$ cat config.mk
export PLATFORM = sky130hd
export DESIGN_NAME = step_motor_ctrl
export DESIGN_NICKNAME = d
export VERILOG_FILES = /design/src/rtl/step_motor_ctrl.sv
export SDC_FILE = /design/constraint.sdc
export NUM_CORES = 1
export LEC_CHECK = 0
export CORE_UTILIZATION = 50
export DETAILED_ROUTE_END_ITERATION = 6
export PLACE_DENSITY = 0.75
export SYNTH_ARGS = -nofsm -noshare
export SYNTH_HDL_FRONTEND = slang
export SYNTH_SLANG_ARGS = --single-unit
export TNS_END_PERCENT = 1
$ cat constraint.sdc
create_clock -name CLK -period 3.4 [get_ports CLK]
set_clock_uncertainty 0.15 [all_clocks]
set_input_delay 0.68 -clock CLK [delete_from_list [all_inputs] [get_ports CLK]]
set_output_delay 0.68 -clock CLK [all_outputs]
set_load 0.005 [all_outputs]
$ cat src/rtl/step_motor_ctrl.sv
// Command-driven two-phase stepper sequencer.
// Takes a move command (direction, step count, step period) over a valid/ready
// handshake, paces steps with an internal divider, walks a 2-bit phase index and
// drives one coil at a time. Every output comes straight from a flop.
module step_motor_ctrl #(
    parameter int CNT_W = 16,
    parameter int DIV_W = 16,
    parameter bit HOLD  = 1'b1
) (
    input  logic             CLK,
    input  logic             RST,
    input  logic             CMD_VALID,
    output logic             CMD_READY,
    input  logic             CMD_DIR,
    input  logic [CNT_W-1:0] CMD_STEPS,
    input  logic [DIV_W-1:0] CMD_PERIOD,
    input  logic             ABORT,
    output logic             A,
    output logic             AN,
    output logic             B,
    output logic             BN,
    output logic             BUSY,
    output logic             DONE,
    output logic             ABORTED,
    output logic [CNT_W-1:0] STEPS_LEFT
);

    typedef enum logic {
        IDLE = 1'b0,
        RUN  = 1'b1
    } state_t;

    state_t             state,      state_n;
    logic [1:0]         phase,      phase_n;
    logic               energised,  energised_n;
    logic [CNT_W-1:0]   steps_n;
    logic [DIV_W-1:0]   divider,    divider_n;
    logic [DIV_W-1:0]   period_lat, period_n;
    logic               dir_lat,    dir_n;
    logic               done_n;
    logic               aborted_n;
    logic               drive_n;
    logic [3:0]         coils_n;

    // A period of zero behaves like one, so the reload value is period-1 with 0 clamped to 0.
    function automatic logic [DIV_W-1:0] reload_of(input logic [DIV_W-1:0] p);
        return (p == '0) ? '0 : p - DIV_W'(1);
    endfunction

    // Next-state logic: command acceptance, step pacing, abort handling and the
    // registered-output values that go with them.
    always_comb begin
        state_n     = state;
        phase_n     = phase;
        energised_n = energised;
        steps_n     = STEPS_LEFT;
        divider_n   = divider;
        period_n    = period_lat;
        dir_n       = dir_lat;
        done_n      = 1'b0;
        aborted_n   = 1'b0;

        case (state)
            IDLE: begin
                if (CMD_VALID) begin
                    dir_n    = CMD_DIR;
                    period_n = CMD_PERIOD;
                    if (CMD_STEPS == '0) begin
                        // Zero-length move completes immediately without touching the coils.
                        done_n = 1'b1;
                    end else begin
                        state_n     = RUN;
                        steps_n     = CMD_STEPS;
                        divider_n   = reload_of(CMD_PERIOD);
                        energised_n = 1'b1;
                    end
                end
            end

            RUN: begin
                if (ABORT) begin
                    // Abort wins over a coincident step: phase and count freeze where they are.
                    state_n   = IDLE;
                    aborted_n = 1'b1;
                end else if (divider != '0) begin
                    divider_n = divider - DIV_W'(1);
                end else begin
                    phase_n   = dir_lat ? (phase - 2'd1) : (phase + 2'd1);
                    divider_n = reload_of(period_lat);
                    if (STEPS_LEFT <= CNT_W'(1)) begin
                        steps_n = '0;
                        state_n = IDLE;
                        done_n  = 1'b1;
                    end else begin
                        steps_n = STEPS_LEFT - CNT_W'(1);
                    end
                end
            end

            default: begin
                state_n = IDLE;
            end
        endcase

        // Coils follow the phase being entered so the final step shows in the DONE cycle.
        drive_n = (state_n == RUN) || (HOLD && energised_n);
        coils_n = drive_n ? (4'b0001 << phase_n) : 4'b0000;
    end

    // State and output registers; reset is synchronous and clears any move in flight silently.
    always_ff @(posedge CLK) begin
        if (RST) begin
            state      <= IDLE;
            phase      <= 2'd0;
            energised  <= 1'b0;
            STEPS_LEFT <= '0;
            divider    <= '0;
            period_lat <= '0;
            dir_lat    <= 1'b0;
            A          <= 1'b0;
            AN         <= 1'b0;
            B          <= 1'b0;
            BN         <= 1'b0;
            BUSY       <= 1'b0;
            DONE       <= 1'b0;
            ABORTED    <= 1'b0;
            CMD_READY  <= 1'b1;
        end else begin
            state      <= state_n;
            phase      <= phase_n;
            energised  <= energised_n;
            STEPS_LEFT <= steps_n;
            divider    <= divider_n;
            period_lat <= period_n;
            dir_lat    <= dir_n;
            A          <= coils_n[0];
            AN         <= coils_n[1];
            B          <= coils_n[2];
            BN         <= coils_n[3];
            BUSY       <= (state_n == RUN);
            DONE       <= done_n;
            ABORTED    <= aborted_n;
            CMD_READY  <= (state_n == IDLE);
        end
    end

endmodule

==> impl_metrics.csv <==
group,metric,value,unit
timing,fin_crit,2.82,ns
clock_tree,cts_root_buf,"clkbuf_8",
pwr,vdd_ir_drop_max,0.368,mV
pwr,seq_power_share,39.9,%
detailed_routing,drt_iter0_drc,396,
setup_path,required,3.47,ns
timing,finalHoldWorstSlack,0.329,ns
timing,slew_violations,0,
setup_path,worst_path_max_delay_cell,"or4_1",
synthesis,yosysWarnings,0,
clock_tree,cts.clk_slew.worst_paths,0.07,ns
timing,fin_crit_sh,82.8,%
detailed_routing,drc_errors,0,
cells_and_area,fin_util,65.1,%
synthesis,synth_area_leaders,"dfxtp_1 (31%), nand2_1 (6.2%), nor2_1 (5.5%)",
global_routing,grt_max_degree,32,
clock_tree,cts.sinks,60,
cells_and_area,nFillCells,640,
setup_path,slowest_delay,0.54,ns
cells_and_area,final_cell_mix,"nand2_1 (64), dfxtp_1 (60), clkdlybuf4s50_1 (59)",
setup_path,path_buf_inv,1,
synthesis,ys_seq_elements,60,
synthesis,synth_edf_count,0,
min_path,hold_end,"energised",
global_routing,grt_pass1_wl,18.2,mm
synthesis,netlist_area,3880,µm²
synthesis,synth_cell_types,66,
detailed_routing,wl_per_cell,15.8,µm
clock_tree,cts_setup_buffers,0,
pwr,power_density,429,nW/µm²
floorplan,rows,31,
timing,slew_headroom,35.5,%
setup_path,r2r_start,"period_lat[0]",
pwr,p_comb_share,30.2,%
global_routing,antenna_found_initial,0,
floorplan,core,7370,µm²
detailed_routing,vias,4053,
flow_run,cap_violations,0,
clock_tree,htree_levels,3,
floorplan,ios,61,
placed_design,port_buffers,60,
detailed_routing,viasPerCell,5.93,
synthesis,synth_fp_nets,556,
clock_tree,hold_buffers,0,
setup_path,timing.rr.end,"divider[10]",
synthesis,ys_seq_area_share,30.9,%
synthesis,synthFlopType,"dfxtp_1",
placed_design,placed_area,4610,µm²
detailed_routing,drtPass1Iterations,5,
setup_path,arrival,2.89,ns
clock_tree,cts_tree,"done",
clock_tree,clk_latency,0.35,ns
setup_path,end_kind,"register",
timing,setup_tns,0,ns
min_path,min_from,"energised",
timing,fmax,0.355,GHz
synthesis,synthCells,513,
timing,final-hold-violation-count,0,
min_path,worstHoldPathCells,2,
setup_path,worstPathCellList,"inv_1 -> ha_1 -> or3b_2 -> or4_1 -> o41ai_1 -> o311ai_0 -> a31oi_1 -> a211oi_1",
pwr,p_total,0.00206,W
floorplan,die_w,90.1,µm
floorplan,die-height,90.1,µm
cells_and_area,layout.nets,622,
setup_path,worstSetupPathType,"register to register",
cells_and_area,drive_gt1_share,9.59,%
pwr,p_sw,0.000705,W
pwr,p_leak,1.76,nW
timing,worstMarginPinSlew,0.968,ns
setup_path,rr_worst_depth,8,
min_path,hold_path_class,"register to register",
run_status,status,"complete, no violations",
global_routing,gr-total-overflow,0,
cells_and_area,synthToLayoutAreaGrowth,23.5,%
detailed_routing,detail-route-antenna-nets,0,
cells_and_area,final_area,4800,µm²
timing,rsz0062_at_grt,"no",
timing,setup_viol,0,
floorplan,start_util,52.7,%
setup_path,r2r_setup_slack,0.58,ns
setup_path,path_max_fanout,5,
clock_tree,clockBufferDepth,2,
cells_and_area,diodes,0,
synthesis,synth_top_area_cell,"dfxtp_1",
synthesis,synth_top_area_share,30.9,%
pwr,p_sw_share,34.2,%
floorplan,dieArea,8130,µm²
placed_design,routabilityCongestion,0.889,
pwr,clkPwrFrac,29.9,%
synthesis,syn_area_per_cell,7.57,µm²
detailed_routing,wirelength,10.8,mm
global_routing,grtUsageTotal,27.5,%
pwr,intPower,0.00136,W
cells_and_area,final_common_cell,"nand2_1",
placed_design,hpwlAfterDp,7.94,mm
clock_tree,cts_resized,0,
setup_path,critPathLaunchType,"register",
setup_path,cp_top_family,"simple AND/OR/NAND/NOR gates",
synthesis,synthArstFlopShare,0,%
global_routing,grt_pass1_vias,3707,
clock_tree,cts_buffers,9,
cell families (layout without fill, tap and decap cells):
group	Yosys count	in the layout	synth area share (%)
AO/OA/AOI/OAI	142	142	23.9
XOR/XNOR	35	35	7.89
adder cells (fa/ha/maj)	6	6	1.93
buffers and inverters	45	116	5.80
flip-flops	60	60	30.9
multiplexers	2	2	0.515
AND/OR/NAND/NOR	223	223	29.0
stage by stage:
| stage | worst slack, ns | instances |
|---|---|---|
| after floorplan | 0.557 | 513 |
| after global placement | 0.435 | 667 |
| after detailed placement | 0.339 | 667 |
| after CTS | 0.617 | 683 |
| after global routing | 0.376 | 683 |
| final | 0.585 | 683 |
layer usage:
metal	part of all wire (%)	wire length [µm]	GRT usage (%)	vias to the layer above
met5	0	0	0	-
met4	1.6	178	9.68	0
met3	6.8	739	5.67	19
met2	44	4800	41.6	168
met1	47	5100	38.5	1882
li1	-	-	-	1984
cell usage after synthesis (3+ instances only):
master and instances:
nand4b_1 4, nand4_1 9, nor2b_1 7, nand2b_1 5, buf_6 4, o21ai_1 8
dfxtp_1 60, and2_1 4, nor3b_1 4, nor4_1 14, buf_1 3, o22ai_1 3
nand3_1 9, o31a_1 3, xor2_1 17, xnor2_1 18, nor3_1 21, or4_1 4
inv_1 19, a22oi_1 7, o2bb2ai_1 4, nor2_1 57, ha_1 6, o21a_1 3
a21oi_1 41, o21ai_0 31, nand2_1 64, o32ai_1 4, a31oi_1 5, a211oi_1 15
clkbuf_1 14
tightest hold or removal path, stage by stage, from the launching register on:
cell and delay (ns):
dfxtp_1 0.31, nor2_1 0.06, nor2_1 0.07
area by class of cell:
type,instances,area [µm²],area share (%)
Multi-Input combinational cell,408,2460,51.3
Sequential cell,60,1200,25.0
Timing Repair Buffer,81,753,15.7
Clock buffer,13,169,3.52
Tap cell,99,124,2.58
Inverter,19,71.3,1.49
Clock inverter,3,20.0,0.417
registers in the layout, indices dropped and copies added (netlist names), 2 cells and up:
name and count:
STEPS_LEFT 16, divider 16, period_lat 16, phase 2
power groups by stage:
stage	Combinational (W)	Sequential [W]	Clock [W]
after floorplan	0.000411	0.000821	0
after global placement	0.000602	0.000832	0
after detailed placement	0.000611	0.000835	0
after CTS	0.000615	0.000819	0.000626
after global routing	0.000685	0.000829	0.000656
final	0.000623	0.000821	0.000616
worst max path at each step:
stage / slack [ns] / start / end / cells past startpoint
floorplan: 0.56 / CMD_PERIOD[0] / divider[13] / 9
global placement: 0.43 / CMD_PERIOD[0] / divider[8] / 10
detailed placement: 0.34 / CMD_PERIOD[0] / divider[13] / 10
CTS: 0.62 / period_lat[0] / divider[10] / 8
global route: 0.38 / divider[4] / STEPS_LEFT[2] / 6
finish: 0.58 / period_lat[0] / divider[10] / 8
(Power assumes the default switching activity.)
